[config.mk]
export PLATFORM = sky130hd
export DESIGN_NAME = kernel_mem_arbiter
export DESIGN_NICKNAME = d
export VERILOG_FILES = /design/src/rtl/dc_bsp_pkg.sv /design/src/rtl/kernel_mem_arb_tag_fifo.sv /design/src/rtl/kernel_mem_arbiter.sv
export SDC_FILE = /design/constraint.sdc
export NUM_CORES = 1
export LEC_CHECK = 0
export CORE_ASPECT_RATIO = 0.5
export CORE_MARGIN = 2
export CORE_UTILIZATION = 35
export CTS_CLUSTER_DIAMETER = 50
export CTS_CLUSTER_SIZE = 10
export DETAILED_ROUTE_END_ITERATION = 12
export PLACE_DENSITY = 0.79
export SYNTH_ARGS = -nofsm -noshare
export SYNTH_HDL_FRONTEND = slang
export SYNTH_SLANG_ARGS = --single-unit
[constraint.sdc]
create_clock -name clk -period 9 [get_ports clk]
set_clock_uncertainty 0.2 [all_clocks]
set_input_delay 1.8 -clock clk [delete_from_list [all_inputs] [get_ports clk]]
set_output_delay 1.8 -clock clk [all_outputs]
set_load 0.01 [all_outputs]
[src/rtl/dc_bsp_pkg.sv]
// Shared BSP definitions: kernel-side bus widths, arbiter defaults and state type.
package dc_bsp_pkg;

    localparam int OPENCL_QSYS_ADDR_WIDTH             = 32;
    localparam int OPENCL_BSP_KERNEL_DATA_WIDTH       = 32;
    localparam int OPENCL_BSP_KERNEL_BURSTCOUNT_WIDTH = 5;
    localparam int OPENCL_BSP_KERNEL_BYTEENABLE_WIDTH = 4;

    localparam int KMEM_ARB_RD_TAG_DEPTH = 16;
    localparam int KMEM_ARB_WR_TAG_DEPTH = 16;

    typedef enum logic [1:0] {
        ARB    = 2'd0,
        CMD    = 2'd1,
        WBURST = 2'd2
    } arb_state_e;

endpackage

[src/rtl/kernel_mem_arb_tag_fifo.sv]
// Small tag FIFO with registered pointers; DEPTH must be a power of two (>= 2).
module kernel_mem_arb_tag_fifo
    import dc_bsp_pkg::*;
#(
    parameter int WIDTH = 8,
    parameter int DEPTH = KMEM_ARB_RD_TAG_DEPTH
) (
    input  logic             clk,
    input  logic             reset,
    input  logic             push,
    input  logic [WIDTH-1:0] push_data,
    input  logic             pop,
    output logic [WIDTH-1:0] head,
    output logic             full,
    output logic             empty
);

    localparam int AW = $clog2(DEPTH);

    logic [WIDTH-1:0] mem_q [DEPTH];
    logic [AW-1:0]    wr_ptr_q, wr_ptr_d;
    logic [AW-1:0]    rd_ptr_q, rd_ptr_d;
    logic [AW:0]      count_q, count_d;
    logic             do_push, do_pop;

    // Status flags and pointer/count updates; a pop frees a slot for a same-cycle push when full.
    always_comb begin
        empty    = (count_q == '0);
        full     = (count_q == (AW+1)'(DEPTH));
        do_pop   = pop & ~empty;
        do_push  = push & (~full | do_pop);
        wr_ptr_d = wr_ptr_q;
        rd_ptr_d = rd_ptr_q;
        if (do_push) wr_ptr_d = wr_ptr_q + 1'b1;
        if (do_pop)  rd_ptr_d = rd_ptr_q + 1'b1;
        count_d  = count_q + (AW+1)'(do_push) - (AW+1)'(do_pop);
        head     = mem_q[rd_ptr_q];
    end

    // Tag storage; contents need no reset because empty guards every read.
    always_ff @(posedge clk) begin
        if (do_push) mem_q[wr_ptr_q] <= push_data;
    end

    // Pointer and occupancy registers.
    always_ff @(posedge clk) begin
        if (reset) begin
            wr_ptr_q <= '0;
            rd_ptr_q <= '0;
            count_q  <= '0;
        end else begin
            wr_ptr_q <= wr_ptr_d;
            rd_ptr_q <= rd_ptr_d;
            count_q  <= count_d;
        end
    end

endmodule

[src/rtl/kernel_mem_arbiter.sv]
// Round-robin arbiter sharing one Avalon-MM burst memory port among NUM_REQ kernel masters.
// Read and write tags are queued so responses route back in issue order.
module kernel_mem_arbiter
    import dc_bsp_pkg::*;
#(
    parameter int NUM_REQ          = 4,
    parameter int ADDR_WIDTH       = OPENCL_QSYS_ADDR_WIDTH,
    parameter int DATA_WIDTH       = OPENCL_BSP_KERNEL_DATA_WIDTH,
    parameter int BURSTCOUNT_WIDTH = OPENCL_BSP_KERNEL_BURSTCOUNT_WIDTH,
    parameter int BYTEENABLE_WIDTH = OPENCL_BSP_KERNEL_BYTEENABLE_WIDTH,
    parameter int RD_TAG_DEPTH     = KMEM_ARB_RD_TAG_DEPTH,
    parameter int WR_TAG_DEPTH     = KMEM_ARB_WR_TAG_DEPTH
) (
    input  logic                                  clk,
    input  logic                                  reset,
    input  logic [NUM_REQ-1:0]                    ker_read,
    input  logic [NUM_REQ-1:0]                    ker_write,
    input  logic [NUM_REQ*ADDR_WIDTH-1:0]         ker_address,
    input  logic [NUM_REQ*BURSTCOUNT_WIDTH-1:0]   ker_burstcount,
    input  logic [NUM_REQ*DATA_WIDTH-1:0]         ker_writedata,
    input  logic [NUM_REQ*BYTEENABLE_WIDTH-1:0]   ker_byteenable,
    output logic [NUM_REQ-1:0]                    ker_waitrequest,
    output logic [DATA_WIDTH-1:0]                 ker_readdata,
    output logic [NUM_REQ-1:0]                    ker_readdatavalid,
    output logic [NUM_REQ-1:0]                    ker_writeack,
    output logic                                  mem_read,
    output logic                                  mem_write,
    output logic [ADDR_WIDTH-1:0]                 mem_address,
    output logic [BURSTCOUNT_WIDTH-1:0]           mem_burstcount,
    output logic [DATA_WIDTH-1:0]                 mem_writedata,
    output logic [BYTEENABLE_WIDTH-1:0]           mem_byteenable,
    input  logic                                  mem_waitrequest,
    input  logic [DATA_WIDTH-1:0]                 mem_readdata,
    input  logic                                  mem_readdatavalid,
    input  logic                                  mem_writeack,
    output logic                                  rsp_err
);

    localparam int IDX_W = $clog2(NUM_REQ);
    localparam int BW    = BURSTCOUNT_WIDTH;
    localparam int RD_W  = IDX_W + BW;

    arb_state_e       state_q, state_d;
    logic [IDX_W-1:0] gnt_q, gnt_d;
    logic [IDX_W-1:0] rr_ptr_q, rr_ptr_d;
    logic [BW-1:0]    wbeats_q, wbeats_d;
    logic [BW-1:0]    rbeat_q, rbeat_d;
    logic             rsp_err_q, rsp_err_d;

    logic                  sel_read, sel_write;
    logic [BW-1:0]         sel_bc;
    logic [NUM_REQ-1:0]    elig;
    logic [IDX_W:0]        pick;
    logic                  rd_push, rd_pop, rd_full, rd_empty;
    logic                  wr_push, wr_pop, wr_full, wr_empty;
    logic [RD_W-1:0]       rd_head;
    logic [IDX_W-1:0]      wr_head;

    // First eligible requester at or after ptr; returns {found, index}.
    function automatic logic [IDX_W:0] rr_pick(input logic [NUM_REQ-1:0] req,
                                               input logic [IDX_W-1:0]   ptr);
        logic [IDX_W:0] res;
        int             idx;
        res = '0;
        for (int i = NUM_REQ - 1; i >= 0; i--) begin
            idx = (int'(ptr) + i) % NUM_REQ;
            if (req[idx]) res = {1'b1, IDX_W'(idx)};
        end
        return res;
    endfunction

    function automatic logic [IDX_W-1:0] next_idx(input logic [IDX_W-1:0] g);
        return (int'(g) == NUM_REQ - 1) ? '0 : g + 1'b1;
    endfunction

    kernel_mem_arb_tag_fifo #(.WIDTH(RD_W), .DEPTH(RD_TAG_DEPTH)) u_rd_tags (
        .clk(clk), .reset(reset), .push(rd_push), .push_data({gnt_q, sel_bc}),
        .pop(rd_pop), .head(rd_head), .full(rd_full), .empty(rd_empty)
    );

    kernel_mem_arb_tag_fifo #(.WIDTH(IDX_W), .DEPTH(WR_TAG_DEPTH)) u_wr_tags (
        .clk(clk), .reset(reset), .push(wr_push), .push_data(gnt_q),
        .pop(wr_pop), .head(wr_head), .full(wr_full), .empty(wr_empty)
    );

    // Command mux: the granted requester's bus is presented to memory.
    always_comb begin
        sel_read       = ker_read[gnt_q];
        sel_write      = ker_write[gnt_q];
        sel_bc         = ker_burstcount[int'(gnt_q)*BW +: BW];
        mem_address    = ker_address[int'(gnt_q)*ADDR_WIDTH +: ADDR_WIDTH];
        mem_burstcount = sel_bc;
        mem_writedata  = ker_writedata[int'(gnt_q)*DATA_WIDTH +: DATA_WIDTH];
        mem_byteenable = ker_byteenable[int'(gnt_q)*BYTEENABLE_WIDTH +: BYTEENABLE_WIDTH];
        ker_readdata   = mem_readdata;
    end

    // Arbitration FSM, tag pushes, response routing and error flag.
    always_comb begin
        state_d           = state_q;
        gnt_d             = gnt_q;
        rr_ptr_d          = rr_ptr_q;
        wbeats_d          = wbeats_q;
        rbeat_d           = rbeat_q;
        rsp_err_d         = rsp_err_q;
        mem_read          = 1'b0;
        mem_write         = 1'b0;
        ker_waitrequest   = '1;
        ker_readdatavalid = '0;
        ker_writeack      = '0;
        rd_push           = 1'b0;
        wr_push           = 1'b0;
        rd_pop            = 1'b0;
        wr_pop            = 1'b0;
        elig              = (ker_read & {NUM_REQ{~rd_full}}) | (ker_write & {NUM_REQ{~wr_full}});
        pick              = rr_pick(elig, rr_ptr_q);

        case (state_q)
            ARB: begin
                if (pick[IDX_W]) begin
                    gnt_d   = pick[IDX_W-1:0];
                    state_d = CMD;
                end
            end
            CMD: begin
                mem_write = sel_write & ~wr_full;
                mem_read  = sel_read & ~sel_write & ~rd_full;
                ker_waitrequest[gnt_q] = mem_waitrequest | ~(mem_read | mem_write);
                if (!sel_read && !sel_write) begin
                    state_d = ARB;
                end else if (mem_read && !mem_waitrequest) begin
                    rd_push  = 1'b1;
                    rr_ptr_d = next_idx(gnt_q);
                    state_d  = ARB;
                end else if (mem_write && !mem_waitrequest) begin
                    wr_push  = 1'b1;
                    wbeats_d = sel_bc - 1'b1;
                    if (sel_bc <= BW'(1)) begin
                        wbeats_d = '0;
                        rr_ptr_d = next_idx(gnt_q);
                        state_d  = ARB;
                    end else begin
                        state_d  = WBURST;
                    end
                end
            end
            WBURST: begin
                // Grant is locked; reads from this requester stay stalled until the burst ends.
                mem_write = sel_write;
                ker_waitrequest[gnt_q] = mem_waitrequest | ~sel_write;
                if (sel_write && !mem_waitrequest) begin
                    wbeats_d = wbeats_q - 1'b1;
                    if (wbeats_q == BW'(1)) begin
                        rr_ptr_d = next_idx(gnt_q);
                        state_d  = ARB;
                    end
                end
            end
            default: state_d = ARB;
        endcase

        if (mem_readdatavalid) begin
            if (rd_empty) begin
                rsp_err_d = 1'b1;
            end else begin
                ker_readdatavalid[rd_head[RD_W-1 -: IDX_W]] = 1'b1;
                if (({1'b0, rbeat_q} + 1'b1) >= {1'b0, rd_head[BW-1:0]}) begin
                    rd_pop  = 1'b1;
                    rbeat_d = '0;
                end else begin
                    rbeat_d = rbeat_q + 1'b1;
                end
            end
        end

        if (mem_writeack) begin
            if (wr_empty) begin
                rsp_err_d = 1'b1;
            end else begin
                ker_writeack[wr_head] = 1'b1;
                wr_pop = 1'b1;
            end
        end

        // While reset is held, present an idle port regardless of stale state.
        if (reset) begin
            mem_read          = 1'b0;
            mem_write         = 1'b0;
            ker_waitrequest   = '1;
            ker_readdatavalid = '0;
            ker_writeack      = '0;
            rd_push           = 1'b0;
            wr_push           = 1'b0;
            rd_pop            = 1'b0;
            wr_pop            = 1'b0;
        end
        rsp_err = rsp_err_q;
    end

    // Control state registers.
    always_ff @(posedge clk) begin
        if (reset) begin
            state_q   <= ARB;
            gnt_q     <= '0;
            rr_ptr_q  <= '0;
            wbeats_q  <= '0;
            rbeat_q   <= '0;
            rsp_err_q <= 1'b0;
        end else begin
            state_q   <= state_d;
            gnt_q     <= gnt_d;
            rr_ptr_q  <= rr_ptr_d;
            wbeats_q  <= wbeats_d;
            rbeat_q   <= rbeat_d;
            rsp_err_q <= rsp_err_d;
        end
    end

endmodule

==> impl_results.md <==
- Tot Pwr: 3.17 mW
- Hold Buf Count CTS: 0
- Worst setup EP type: output port
- Post_cts resized: 0
- Critical R2R Capture: u_rd_tags.count_q[4]$_SDFF_PP0_
- Pin count of the biggest net entering global routing: 64
- CTS HTree Levels: 4
- Yosys warnings: 0
- Peak supply drop: around 150 uV
- Crit-path cells: clkdlybuf4s50_1, nand2b_1, mux4_2, or2_1, o21ai_0, and4_1, nand2_1, clkdlybuf4s50_1
- Worst Tran Pin Value: ~1.1 ns
- Final wirelength: around 40 mm
- RePlAce Congestion: ~0.95
- Final core utilization: 0.509
- DR WL/cell: around 26 microns
- Largest family of logic cells by synthesized area: multiplexers
- DPL Wire Length: ~33 mm
- PortBufs: a little under 400
- Worst-path maximum fanout: 6
- Crit path time final: ~6.3 ns
- P&R area growth vs syn: 42.8%
- Mapped cell area: 10,800 sq um
- Final Slew Violations: 0
- Syn_nets: between 1,000 and 1,500
- Final period util: 0.699
- FF-to-FF setup slack: a little under 4 ns
- Final setup TNS: 0 ns
- Hold path cells: 2
- Hold EP: rsp_err$_SDFF_PP0_
- Crit path launch type: input port
- Yosys cell types: ~60
- Pwr dens: 205 nW/um^2
- Layout Cells excl Fill: between 1,500 and 2,000
- CTS root buf: clkbuf_16
- Yosys reg bits: approximately 200
- Vias in the first global route: 8,598
- Post-CTS Repair Setup Buffers: 0
- Worst-path clk slew: roughly 0.07 ns
- Primary FF master, synth: edfxtp_1
- FMAX: about 160 MHz
- Total number of vias: just over 8,000
- Mux share of post-synthesis cell area: 0.256
- Die footprint: ~32,000 sq um
- Drt pass-1 iters: 5
- Synth Area in XOR/XNOR: 0.0138
- Pleak: roughly 5.1 nW
- CP most frequent cell: clkdlybuf4s50_1
- Synth Area in Adders: 0.0488
- Initial antenna violation count: 9
- Num CTS Buffers: 17
- Final Net Count: approximately 1,500
- EDFF count, synth: 144
- Hold_sp: rsp_err$_SDFF_PP0_
- Register area: between 5000 and 6000 sq um
- Core area: between 30,000 and 40,000 sq um
- Crit path setup slack, layout: between 2 and 3 ns
- Synth Area in Compound Gates: 0.0517
- Clk_lat worst skew: 0.44 ns
- Post-synth ARST share: 0
- Fraction of layout cells with a size suffix above 1: 0.153
- Hold Path Class: register to register
- Slowest stage delay, CP: slightly above 0.5 ns
- Syn Area/Cell: 14.3 sq um
- Die Span Y: 128 microns
- # rows: 45
- Critical setup path kind: input port to output port
- CTS sink count: between 150 and 200
- First-pass GRT wire length: about 57 mm
- Post-DRT Antenna Nets: 0
- Simple-gate share of the synthesized area: 0.0808
- Crit path required time: approximately 7.0 ns
- Status: complete, no violations
- WP buf/inv: 2
- Total gr overflow: 0
- Multi-input gate area: 4870 sq um
- Sequential-to-total area share from yosys stat: 0.494
- Critical path's slowest cell: clkdlybuf4s50_1
- DR vias/cell: between 5 and 6
- Placed cells: between 1,000 and 1,500
- Max-cap viol count: 0
- Final setup viols: 0
- CP Data Arrival Time: approximately 4.3 ns
- Max_slew headroom: 0.228
- Worst slack, placed: about 2.8 ns
- Total of fill cells in the finished design: ~2,500
- # IOs: approximately 460
- CTS tree: yes
- RSZ-0062 raised after global routing: no
- CP delay by family, top: buffers and inverters
- Starting Density: 0.356
- R2R cell count: 19
- DR iter-0 viols: 876
- Die Wd: 253 microns
- GRT Total Usage: 0.247
- Worst-case clock buffer depth: 2
- Hold Fails Final Rpt: 0
- DRC: 0
- Synthesized instance count: about 760
kinds of logic (layout without fill, tap and decap cells):
logic type | after synthesis | after routing
other | 0 | 1
adders and majority gates | 41 | 41
buffers and inverters | 116 | 471
muxes | 127 | 127
AOI/OAI and AO/OA | 83 | 83
xor gates and xnor gates | 17 | 17
DFF | 195 | 195
and+or+nand+nor | 178 | 178
routing by layer:
| metal | up-vias | share of wire | global-route usage |
|---|---|---|---|
| li1 | 3614 | - | - |
| met4 | 4 | 0.020 | 0.0689 |
| met3 | 51 | 0.11 | 0.109 |
| met5 | - | 0.00045 | 0 |
| met1 | 4123 | 0.39 | 0.305 |
| met2 | 382 | 0.48 | 0.394 |
where the power goes:
group | switching (mW) | internal (mW) | leakage, nW
registers | 0.0830 | 1.06 | 1.73
clock network | 0.349 | 0.399 | 0.289
logic | 0.614 | 0.666 | 3.13
total | 1.05 | 2.12 | 5.15
placed cells by master, fill, tap and decap left out, types with 5 or more instances in the layout:
cell type / instances
clkdlybuf4s50_1: 392
edfxtp_1: 144
mux4_2: 119
nor2_1: 63
dfxtp_1: 48
inv_1: 40
ha_1: 39
nand2_1: 37
a21oi_1: 22
o21ai_0: 17
clkbuf_16: 17
nand2b_1: 16
nor3_1: 13
nand3_1: 11
xor2_1: 9
xnor2_1: 8
or3_1: 6
buf_4: 6
mux2i_1: 5
nor2b_1: 5
worst max-delay path by stage:
stage | start | slack (ns) | end | cells past startpoint
2_1_floorplan | ker_write[0] | 3.88 | ker_waitrequest[0] | 6
3_3_place_gp | ker_write[3] | 2.77 | ker_waitrequest[0] | 8
3_5_place_dp | ker_write[1] | 2.77 | ker_waitrequest[2] | 8
4_1_cts | ker_write[3] | 2.76 | ker_waitrequest[2] | 8
5_1_grt | ker_write[1] | 2.58 | ker_waitrequest[2] | 8
6_report | ker_write[3] | 2.71 | ker_waitrequest[2] | 8
cells in the mapped netlist, types with 13 or more instances:
master | n | area, sq um
nor3_1 | 13 | 65.1
edfxtp_1 | 144 | 4320
ha_1 | 39 | 488
a21oi_1 | 22 | 110
nor2_1 | 63 | 236
inv_1 | 40 | 150
nand2b_1 | 16 | 100
mux4_2 | 119 | 2680
clkbuf_1 | 23 | 86.3
dfxtp_1 | 51 | 1020
buf_4 | 34 | 255
nand2_1 | 37 | 139
o21ai_0 | 17 | 85.1
through the flow:
step                      hold WS (ns)  area [sq um]
after CTS                        0.291         15400
after detailed placement         0.276         14800
final                            0.284         15400
after floorplan                  0.251         10800
after global placement           0.269         14800
after global routing             0.332         15400
worst min-delay path: stages (launching register included):
cell and delay, ns:
dfxtp_1 0.33, a221oi_1 0.05, nor2_1 0.08
flip-flops by register name (all words and copies together), names as in the netlist, named ones only:
name	cells
rr_ptr_q	2
u_wr_tags.wr_ptr_q	4
u_wr_tags.rd_ptr_q	4
u_wr_tags.mem_q	32
state_q	2
rbeat_q	5
u_rd_tags.wr_ptr_q	4
u_rd_tags.mem_q	112
u_rd_tags.rd_ptr_q	4
wbeats_q	5
u_rd_tags.count_q	5
u_wr_tags.count_q	5
rsp_err	1
gnt_q	2
area by class of cell:
class                   count  area share
multi-input cells         446       0.316
flip-flops and latches    195       0.347
repair buffers            398       0.257
well taps                 399      0.0323
inverters                  41     0.00997
diodes                      1    0.000162
clock buffers              18      0.0285
clock inverters            14     0.00916
No activity file was read; power rests on OpenSTA's default activity.
